--- src/rtl/histogram_ctrl_if.sv ---
// +------------------------------------------------------------------+
// | histogram_ctrl_if : pixel, histogram-memory and readout bundle   |
// | Rev 1.0                                                          |
// +------------------------------------------------------------------+
`timescale 1ns/1ps
`default_nettype none

interface histogram_ctrl_if #(
   parameter int BIN_W   = 10,
   parameter int COUNT_W = 24
);
   // front end
   logic               frame_start;
   logic               frame_end;
   logic [BIN_W-1:0]   pix_in;
   logic               pix_in_valid;
   // histogram memory
   logic               hist_rw;
   logic [BIN_W-1:0]   hist_pixel;
   logic               hist_pixel_valid;
   logic               hist_image_done;
   logic [BIN_W-1:0]   hist_bin;
   logic [COUNT_W-1:0] hist_data;
   // readout stream and status
   logic               out_valid;
   logic               out_ready;
   logic [BIN_W-1:0]   out_bin;
   logic [COUNT_W-1:0] out_count;
   logic               out_last;
   logic               busy;
   logic               frame_dropped;
   logic [31:0]        pixel_count;
   logic [15:0]        frame_count;

   modport master (
      input  frame_start, frame_end, pix_in, pix_in_valid, hist_data, out_ready,
      output hist_rw, hist_pixel, hist_pixel_valid, hist_image_done, hist_bin,
             out_valid, out_bin, out_count, out_last, busy, frame_dropped,
             pixel_count, frame_count
   );

   modport slave (
      output frame_start, frame_end, pix_in, pix_in_valid, hist_data, out_ready,
      input  hist_rw, hist_pixel, hist_pixel_valid, hist_image_done, hist_bin,
             out_valid, out_bin, out_count, out_last, busy, frame_dropped,
             pixel_count, frame_count
   );
endinterface

`default_nettype wire

--- src/rtl/histogram_ctrl.sv ---
// +------------------------------------------------------------------+
// | histogram_ctrl : frame sequencer with destructive sweep readout  |
// | Rev 1.0                                                          |
// +------------------------------------------------------------------+
`timescale 1ns/1ps
`default_nettype none

module histogram_ctrl #(
   parameter int NUM_BINS = 1024,
   parameter int BIN_W    = 10,
   parameter int COUNT_W  = 24,
   parameter int RD_LAT   = 1
) (
   input wire               clk,
   input wire               rst,
   histogram_ctrl_if.master bus
);
   localparam logic [BIN_W-1:0]    c_last_bin  = BIN_W'(NUM_BINS - 1);
   localparam int                  c_wait_w    = $clog2(RD_LAT + 2);
   localparam logic [c_wait_w-1:0] c_wait_last = c_wait_w'(RD_LAT);

   typedef enum logic [2:0] {
      S_CLEAR      = 3'd0,
      S_IDLE       = 3'd1,
      S_ACQ        = 3'd2,
      S_DRAIN1     = 3'd3,
      S_DRAIN2     = 3'd4,
      S_RD_ADDR    = 3'd5,
      S_RD_PRESENT = 3'd6
   } state_t;

   state_t               r_state;
   state_t               w_next;
   logic [BIN_W-1:0]     r_bin;
   logic [c_wait_w-1:0]  r_wait;
   logic [BIN_W-1:0]     r_hist_pixel;
   logic                 r_hist_pixel_valid;
   logic [BIN_W-1:0]     r_out_bin;
   logic [COUNT_W-1:0]   r_out_count;
   logic                 r_frame_dropped;
   logic [31:0]          r_pixel_count;
   logic [15:0]          r_frame_count;

   logic w_last_bin;
   logic w_rd_done;
   logic w_hist_rw;
   logic w_image_done;
   logic w_out_valid;
   logic w_busy;

   assign w_last_bin = (r_bin == c_last_bin);
   assign w_rd_done  = (r_wait == c_wait_last);

   always_ff @(posedge clk or negedge rst) begin
      if (!rst) begin
         r_state <= S_CLEAR;
      end else begin
         r_state <= w_next;
      end
   end

   always_comb begin
      w_next       = r_state;
      w_hist_rw    = 1'b0;
      w_image_done = 1'b0;
      w_out_valid  = 1'b0;
      w_busy       = 1'b1;
      case (r_state)
         S_CLEAR: begin
            if (w_last_bin) w_next = S_IDLE;
         end
         S_IDLE: begin
            w_hist_rw = 1'b1;
            w_busy    = 1'b0;
            if (bus.frame_start) w_next = S_ACQ;
         end
         S_ACQ: begin
            w_hist_rw = 1'b1;
            if (bus.frame_end) w_next = S_DRAIN1;
         end
         S_DRAIN1: begin
            w_hist_rw = 1'b1;
            w_next    = S_DRAIN2;
         end
         S_DRAIN2: begin
            w_hist_rw    = 1'b1;
            w_image_done = 1'b1;
            w_next       = S_RD_ADDR;
         end
         S_RD_ADDR: begin
            if (w_rd_done) w_next = S_RD_PRESENT;
         end
         S_RD_PRESENT: begin
            w_out_valid = 1'b1;
            if (bus.out_ready) w_next = w_last_bin ? S_IDLE : S_RD_ADDR;
         end
         default: begin
            w_next = S_CLEAR;
         end
      endcase
   end

   always_ff @(posedge clk or negedge rst) begin
      if (!rst) begin
         r_bin              <= '0;
         r_wait             <= '0;
         r_hist_pixel       <= '0;
         r_hist_pixel_valid <= 1'b0;
         r_out_bin          <= '0;
         r_out_count        <= '0;
         r_frame_dropped    <= 1'b0;
         r_pixel_count      <= '0;
         r_frame_count      <= '0;
      end else begin
         // The pixel from the frame_end cycle still lands during DRAIN1.
         r_hist_pixel       <= bus.pix_in;
         r_hist_pixel_valid <= (r_state == S_ACQ) && bus.pix_in_valid;
         r_frame_dropped    <= bus.frame_start && (r_state != S_IDLE);

         case (r_state)
            S_CLEAR: begin
               r_bin <= w_last_bin ? '0 : r_bin + BIN_W'(1);
            end
            S_IDLE: begin
               if (bus.frame_start) r_pixel_count <= '0;
            end
            S_ACQ: begin
               if (bus.pix_in_valid && (r_pixel_count != '1))
                  r_pixel_count <= r_pixel_count + 32'd1;
            end
            S_DRAIN2: begin
               r_bin  <= '0;
               r_wait <= '0;
            end
            S_RD_ADDR: begin
               // Last wait cycle: hist_data reflects the first read of this bin.
               if (w_rd_done) begin
                  r_out_bin   <= r_bin;
                  r_out_count <= bus.hist_data;
               end else begin
                  r_wait <= r_wait + c_wait_w'(1);
               end
            end
            S_RD_PRESENT: begin
               r_wait <= '0;
               if (bus.out_ready) begin
                  if (w_last_bin) r_frame_count <= r_frame_count + 16'd1;
                  else            r_bin         <= r_bin + BIN_W'(1);
               end
            end
            default: begin
               r_wait <= '0;
            end
         endcase
      end
   end

   assign bus.hist_rw          = w_hist_rw;
   assign bus.hist_pixel       = r_hist_pixel;
   assign bus.hist_pixel_valid = r_hist_pixel_valid;
   assign bus.hist_image_done  = w_image_done;
   assign bus.hist_bin         = r_bin;
   assign bus.out_valid        = w_out_valid;
   assign bus.out_bin          = r_out_bin;
   assign bus.out_count        = r_out_count;
   assign bus.out_last         = w_out_valid && (r_out_bin == c_last_bin);
   assign bus.busy             = w_busy;
   assign bus.frame_dropped    = r_frame_dropped;
   assign bus.pixel_count      = r_pixel_count;
   assign bus.frame_count      = r_frame_count;

endmodule

`default_nettype wire

--- src/flat_wrapper.sv ---
// flat-port wrapper written by rule: the top's interface ports become plain ports
module histogram_ctrl_flat 
#(
   parameter int NUM_BINS = 1024,
   parameter int BIN_W    = 10,
   parameter int COUNT_W  = 24,
   parameter int RD_LAT   = 1
)
  (clk, rst, bus_frame_start, bus_frame_end, bus_pix_in, bus_pix_in_valid, bus_hist_data, bus_out_ready, bus_hist_rw, bus_hist_pixel, bus_hist_pixel_valid, bus_hist_image_done, bus_hist_bin, bus_out_valid, bus_out_bin, bus_out_count, bus_out_last, bus_busy, bus_frame_dropped, bus_pixel_count, bus_frame_count);
  histogram_ctrl_if #(.BIN_W(BIN_W), .COUNT_W(COUNT_W)) bus_i ();
  input wire clk;
  input wire rst;
  input wire logic [$bits(bus_i.frame_start)-1:0] bus_frame_start;
  input wire logic [$bits(bus_i.frame_end)-1:0] bus_frame_end;
  input wire logic [$bits(bus_i.pix_in)-1:0] bus_pix_in;
  input wire logic [$bits(bus_i.pix_in_valid)-1:0] bus_pix_in_valid;
  input wire logic [$bits(bus_i.hist_data)-1:0] bus_hist_data;
  input wire logic [$bits(bus_i.out_ready)-1:0] bus_out_ready;
  output wire logic [$bits(bus_i.hist_rw)-1:0] bus_hist_rw;
  output wire logic [$bits(bus_i.hist_pixel)-1:0] bus_hist_pixel;
  output wire logic [$bits(bus_i.hist_pixel_valid)-1:0] bus_hist_pixel_valid;
  output wire logic [$bits(bus_i.hist_image_done)-1:0] bus_hist_image_done;
  output wire logic [$bits(bus_i.hist_bin)-1:0] bus_hist_bin;
  output wire logic [$bits(bus_i.out_valid)-1:0] bus_out_valid;
  output wire logic [$bits(bus_i.out_bin)-1:0] bus_out_bin;
  output wire logic [$bits(bus_i.out_count)-1:0] bus_out_count;
  output wire logic [$bits(bus_i.out_last)-1:0] bus_out_last;
  output wire logic [$bits(bus_i.busy)-1:0] bus_busy;
  output wire logic [$bits(bus_i.frame_dropped)-1:0] bus_frame_dropped;
  output wire logic [$bits(bus_i.pixel_count)-1:0] bus_pixel_count;
  output wire logic [$bits(bus_i.frame_count)-1:0] bus_frame_count;
  assign bus_i.frame_start = bus_frame_start;
  assign bus_i.frame_end = bus_frame_end;
  assign bus_i.pix_in = bus_pix_in;
  assign bus_i.pix_in_valid = bus_pix_in_valid;
  assign bus_i.hist_data = bus_hist_data;
  assign bus_i.out_ready = bus_out_ready;
  assign bus_hist_rw = bus_i.hist_rw;
  assign bus_hist_pixel = bus_i.hist_pixel;
  assign bus_hist_pixel_valid = bus_i.hist_pixel_valid;
  assign bus_hist_image_done = bus_i.hist_image_done;
  assign bus_hist_bin = bus_i.hist_bin;
  assign bus_out_valid = bus_i.out_valid;
  assign bus_out_bin = bus_i.out_bin;
  assign bus_out_count = bus_i.out_count;
  assign bus_out_last = bus_i.out_last;
  assign bus_busy = bus_i.busy;
  assign bus_frame_dropped = bus_i.frame_dropped;
  assign bus_pixel_count = bus_i.pixel_count;
  assign bus_frame_count = bus_i.frame_count;
  histogram_ctrl #(.NUM_BINS(NUM_BINS), .BIN_W(BIN_W), .COUNT_W(COUNT_W), .RD_LAT(RD_LAT)) u_core (.clk(clk), .rst(rst), .bus(bus_i));
endmodule
--- config.mk ---
export PLATFORM = sky130hd
export DESIGN_NAME = histogram_ctrl_flat
export DESIGN_NICKNAME = d
export VERILOG_FILES = /design/src/rtl/histogram_ctrl_if.sv /design/src/rtl/histogram_ctrl.sv /design/src/flat_wrapper.sv
export SDC_FILE = /design/constraint.sdc
export NUM_CORES = 1
export LEC_CHECK = 0
export ABC_AREA = 1
export CORE_MARGIN = 4
export CORE_UTILIZATION = 50
export CTS_BUF_LIST = sky130_fd_sc_hd__clkbuf_8 sky130_fd_sc_hd__clkbuf_16
export DETAILED_ROUTE_END_ITERATION = 10
export PLACE_DENSITY = 0.81
export SKIP_CTS_REPAIR_TIMING = 1
export SYNTH_ARGS = -nofsm -noshare
export SYNTH_HDL_FRONTEND = slang
export SYNTH_SLANG_ARGS = --single-unit
--- constraint.sdc ---
create_clock -name clk -period 2.23 [get_ports clk]
set_input_delay 0.446 -clock clk [delete_from_list [all_inputs] [get_ports clk]]
set_output_delay 0.446 -clock clk [all_outputs]
set_load 0.005 [all_outputs]
-- After elaboration in Yosys (flattened, before gate mapping)
Index checks and enable logic that the tools add are counted.
- bits of input ports: 40
- bits in registers: 109
- bitwise gates (word level): 1
- add/sub/neg operators: 4
- reductions and logical operators: 15
- equal/unequal tests: 19
- muxes and demuxes: 20
- operators with widths (kind ; number):
    2-to-1 mux 32 bit ; 2
    case mux 32 bit (2 select lines) ; 1
    adder 32 x 1 -> 32 bit (second input constant) ; 1
    != test 32 bit (second input constant) ; 1
    2-to-1 mux 10 bit ; 3
    case mux 10 bit (3 select lines) ; 1
    case mux 3 bit (7 select lines) ; 1
    equality test 10 bit (second input constant) ; 2
    2-to-1 mux 3 bit ; 6
    adder 16 x 1 -> 16 bit (second input constant) ; 1
    != test 2 bit (second input constant) ; 6
    adder 10 x 1 -> 10 bit (second input constant) ; 1
    equality test 3 bit (second input constant) ; 3
    AND reduction 3 bit ; 3
    equality test 3 x 2 -> 1 bit (second input constant) ; 2
    AND reduction 5 bit ; 1
    logical AND 1 bit ; 4
    2-to-1 mux 1 bit ; 4
    != test 2 x 1 -> 1 bit (second input constant) ; 2
    case mux 2 bit (2 select lines) ; 1
    AND reduction 2 bit ; 2
    OR reduction 4 bit ; 1
    equality test 3 x 1 -> 1 bit (second input constant) ; 1
    logical NOT 3 bit ; 1
    other kinds (8) ; 8

-- Depth between registers and ports, before layout
- word-level depth: 4
- mapped depth: 12

-- Worst setup path after synthesis
Ideal clock, no wire load.
- kind: register -> register
- from: reg u_core.r_pixel_count[0], in the netlist u_core.bus.pixel_count[0]
- to: reg u_core.r_pixel_count[1], in the netlist u_core.bus.pixel_count[1]
- clock period less this slack: 1704 ps
- arrival time: 1588 ps
- setup slack: 526 ps
- cell stages (with the launch flop): 12
- data required time: 2113 ps
- path buffers: 1
- path through: dfrtp_1 > ha_1 > nand2_2 > nor2_4 > nand2_4 > nor2_4 > nand2_2 > nand2_4 > nand2_4 > buf_2 > nand3b_1 > nand2_1
- longest elaborated chain between the ends: 4
- elaborated cells between the ends (all ways): 7
- RTL lines (what ; line ; source):
    from (decl) ; histogram_ctrl.sv:41 ; logic [31:0] r_pixel_count;
    from (signal assigned) ; histogram_ctrl.sv:129 ; r_pixel_count <= r_pixel_count + 32'd1;
    branches (longest 4 deep; another with adder 32 x 1 -> 32 bit) ; -- ;
Several ways; the timed one is not identified. The select of a mux whose other input is x is not followed.
A chain may end at the register's enable or synchronous reset.

-- Worst setup path in the final report
- from: reg u_core.r_state[0]
- to: out bus_busy
- longest elaborated chain between the ends: 2
- RTL lines (what ; line ; source):
    from (decl) ; histogram_ctrl.sv:32 ; state_t r_state;
    from (signal assigned) ; histogram_ctrl.sv:58 ; r_state <= w_next;
    equality test 3 x 1 -> 1 bit ; histogram_ctrl.sv:68 ; case (r_state)
    2-to-1 mux 1 bit ; histogram_ctrl.sv:68 ;
    to (decl) ; flat_wrapper.sv:28 ; output wire logic [$bits(bus_i.busy)-1:0] bus_busy;
No other way between the ends.

==> results.cfg <==
[worst_hold_path]
hp-class = in -> async

[yosys]
ys_ff_latch = 109
ys_seq_area_share_pct = 46.7
synth_top_family_by_area = simple AND/OR/NAND/NOR gates
synth_edf_count = 0
synth_xor_area_share_pct = 3.15
synth.area.top_cells = dfrtp_1 (47%), nand2_1 (18%), nor2_1 (6.5%)
ys.flop_type = dfrtp_1
netlist_area_sq_mm = 0.00585
synth_top_area_cell = dfrtp_1
ys_warn_count = 0
syn_inst = 755
syn_avg_cell_area_sq_um = 7.74
synth.most_common_cell = nand2_1
synthAdderAreaFrac_pct = 0.856
syn_nets = 799
synthMuxAreaShare_pct = 4.62
yosys.area_share.simple_pct = 33.5
async_flop_share_pct = 100
yosys.area.top_type_share_pct = 46.7
yosys.cell_types.count = 37
yosys-top-cells-count = nand2_1 (277), dfrtp_1 (109), nor2_1 (101)
synth_compound_area_share_pct = 5.52

[global_routing]
grt_pass1_wl_um = 24500
grtUsageMet2_pct = 35.4
grtUsageMet3_pct = 7.20
grt_pass1_vias = 5217
antenna_found_initial = 0
grt_max_degree = 68
busiest_layer = met2
overflow = 0
track_usage_pct = 22.7
met1_usage_pct = 29.9

[critical_path]
critPathRequiredTime_ns = 1.78
crit_type = reg -> out
start_kind = register
crit_arrival_ns = 1.72
path_max_fanout = 3
end_kind = output pin

[cts]
clk_path_buf_depth = 2
cts-root-buf = clkbuf_16
clk_latency_ns = 0.35
clk_pin_slew_ns = 0.07
cts_tree = yes
h-tree-depth = 3
clkSinkCount = 109
cts_buffers = 9

[finish]
nets = 953
layout-drive-gt1-share_pct = 8.97
syn2layout_area_growth_pct = 34.4
final_area_sq_mm = 0.00786
diodes = 0
layout.cells.non_filler = 1057
final_util_pct = 68.8

[power]
irDropWorstVdd_mv = 0.447
seqPwrFrac_pct = 50.3
swShare_pct = 20.5
p_leak_nw = 3.50
total_power_mw = 4.02
clockPowerShare_pct = 44.4
p_sw_mw = 0.825
p_comb_share_pct = 5.3
power.density_mw_per_mm2 = 511
intPower_mw = 3.19

[timing]
rsz0062_at_grt = false
finClkSkew_ns = 0.00686
finalCritPeriodShare_pct = 97.2
hold_violations = 0
setup_viol = 0
min_period_ns = 2.17
maxSlewHeadroom_pct = 51.3
fmax_ghz = 0.461
drv_slew = 0
tightest_slew_ns = 0.730

[outcome]
status = complete, no violations

[drt]
via_per_inst = 5.10
drt-wirelength-per-cell_um = 13.9
ant_nets = 0
num_vias = 5389
routed_wl_um = 14600
drc = 0
dr.pass1.iters = 5
drtIter0Drc = 366

[die]
fp-row-count = 39
die_area_sq_mm = 0.0135
start_util_pct = 51.2
num_io_pins = 149
fp.dieH_um = 116
die_x_um = 116
coreArea_sq_mm = 0.0114

[placed_design]
place_area_sq_mm = 0.00747
numPortBuffers = 148
hpwl_um = 10800
gp_congestion = 0.914
dp.cells = 1038

[flow_run]
maxCapViolations = 0
==> layout by cell type (no fill, tap or decap), types with 8 or more instances in the layout <==
master / count
a21oi_1: 11
clkbuf_16: 9
dfrtp_1: 107
clkdlybuf4s50_1: 144
o21ai_0: 35
inv_1: 57
xnor2_1: 8
buf_4: 10
nand2_1: 276
nor2_1: 100
nand3_1: 44
xor2_1: 13
mux2_2: 24
==> path summary, 6_finish.rpt <==
check / startpoint / to / slack (ns) / cells after the start
max in group asynchronous: rst / u_core.bus.pixel_count[6] / 1.10 / 3
setup / recovery: u_core.r_state[0] / bus_busy / 0.06 / 5
setup reg to reg: u_core.bus.hist_bin[0] / u_core.bus.frame_count[10] / 0.26 / 10
hold / removal: rst / u_core.bus.frame_count[11] / 0.45 / 2
min in group clk: u_core.r_wait[1] / u_core.r_wait[1] / 0.49 / 2
hold reg to reg: u_core.r_wait[1] / u_core.r_wait[1] / 0.49 / 2
==> final cells by class <==
class	instances	area, sq um
inverter	61	231
timing repair buffer	159	1580
multi-input combinational	569	2800
clock buffer	11	253
clock inverter	5	81.3
sequential	109	2730
tap	143	179
fill	955	3560
==> sequential cells by signal, indices dropped and copies added (netlist names) <==
signal,count
u_core.bus.hist_pixel_valid,1
u_core.r_wait,2
u_core.bus.hist_bin,10
u_core.bus.pixel_count,32
u_core.bus.out_bin,10
u_core.bus.frame_count,16
u_core.bus.frame_dropped,1
u_core.bus.out_count,24
u_core.bus.hist_pixel,10
u_core.r_state,3
==> critical path, stage by stage (launching register included) <==
cell and delay [ns]:
dfrtp_2 0.43, buf_4 0.15, nand2_1 0.12, inv_1 0.08, nand2_2 0.10, clkdlybuf4s50_1 0.51
==> metrics by stage <==
step | worst slack, ns | hold slack (ns) | setup TNS [ns]
floorplan | 0.526 | 0.150 | 0
global placement | 0.235 | 0.269 | 0
detailed placement | 0.218 | 0.272 | 0
CTS | -0.173 | -0.106 | -0.339
global route | 0.00274 | 0.458 | 0
finish | 0.0617 | 0.450 | 0
==> metal layers <==
metal / part of all wire (%) / routed length [um]
met5: 0 / 0
met4: 2.0 / 299
met3: 8.9 / 1310
met2: 46 / 6700
met1: 43 / 6330
==> power by group through the flow <==
stage                     clock network, mW  logic (mW)  registers [mW]
after CTS                              1.83       0.218            2.02
after global routing                   1.90       0.235            2.02
after detailed placement                  0       0.217            2.06
after floorplan                           0      0.0239            2.06
after global placement                    0       0.216            2.06
final                                  1.78       0.213            2.02
==> kinds of logic (layout without fill, tap and decap cells) <==
group | Yosys count | count (layout)
AOI/OAI and AO/OA | 58 | 58
xor gates and xnor gates | 21 | 21
adders and majority gates | 4 | 4
buffers and inverters | 77 | 236
DFF | 109 | 109
muxes | 24 | 24
and+or+nand+nor | 462 | 462
Note: power is estimated with default switching activity, not from simulation.
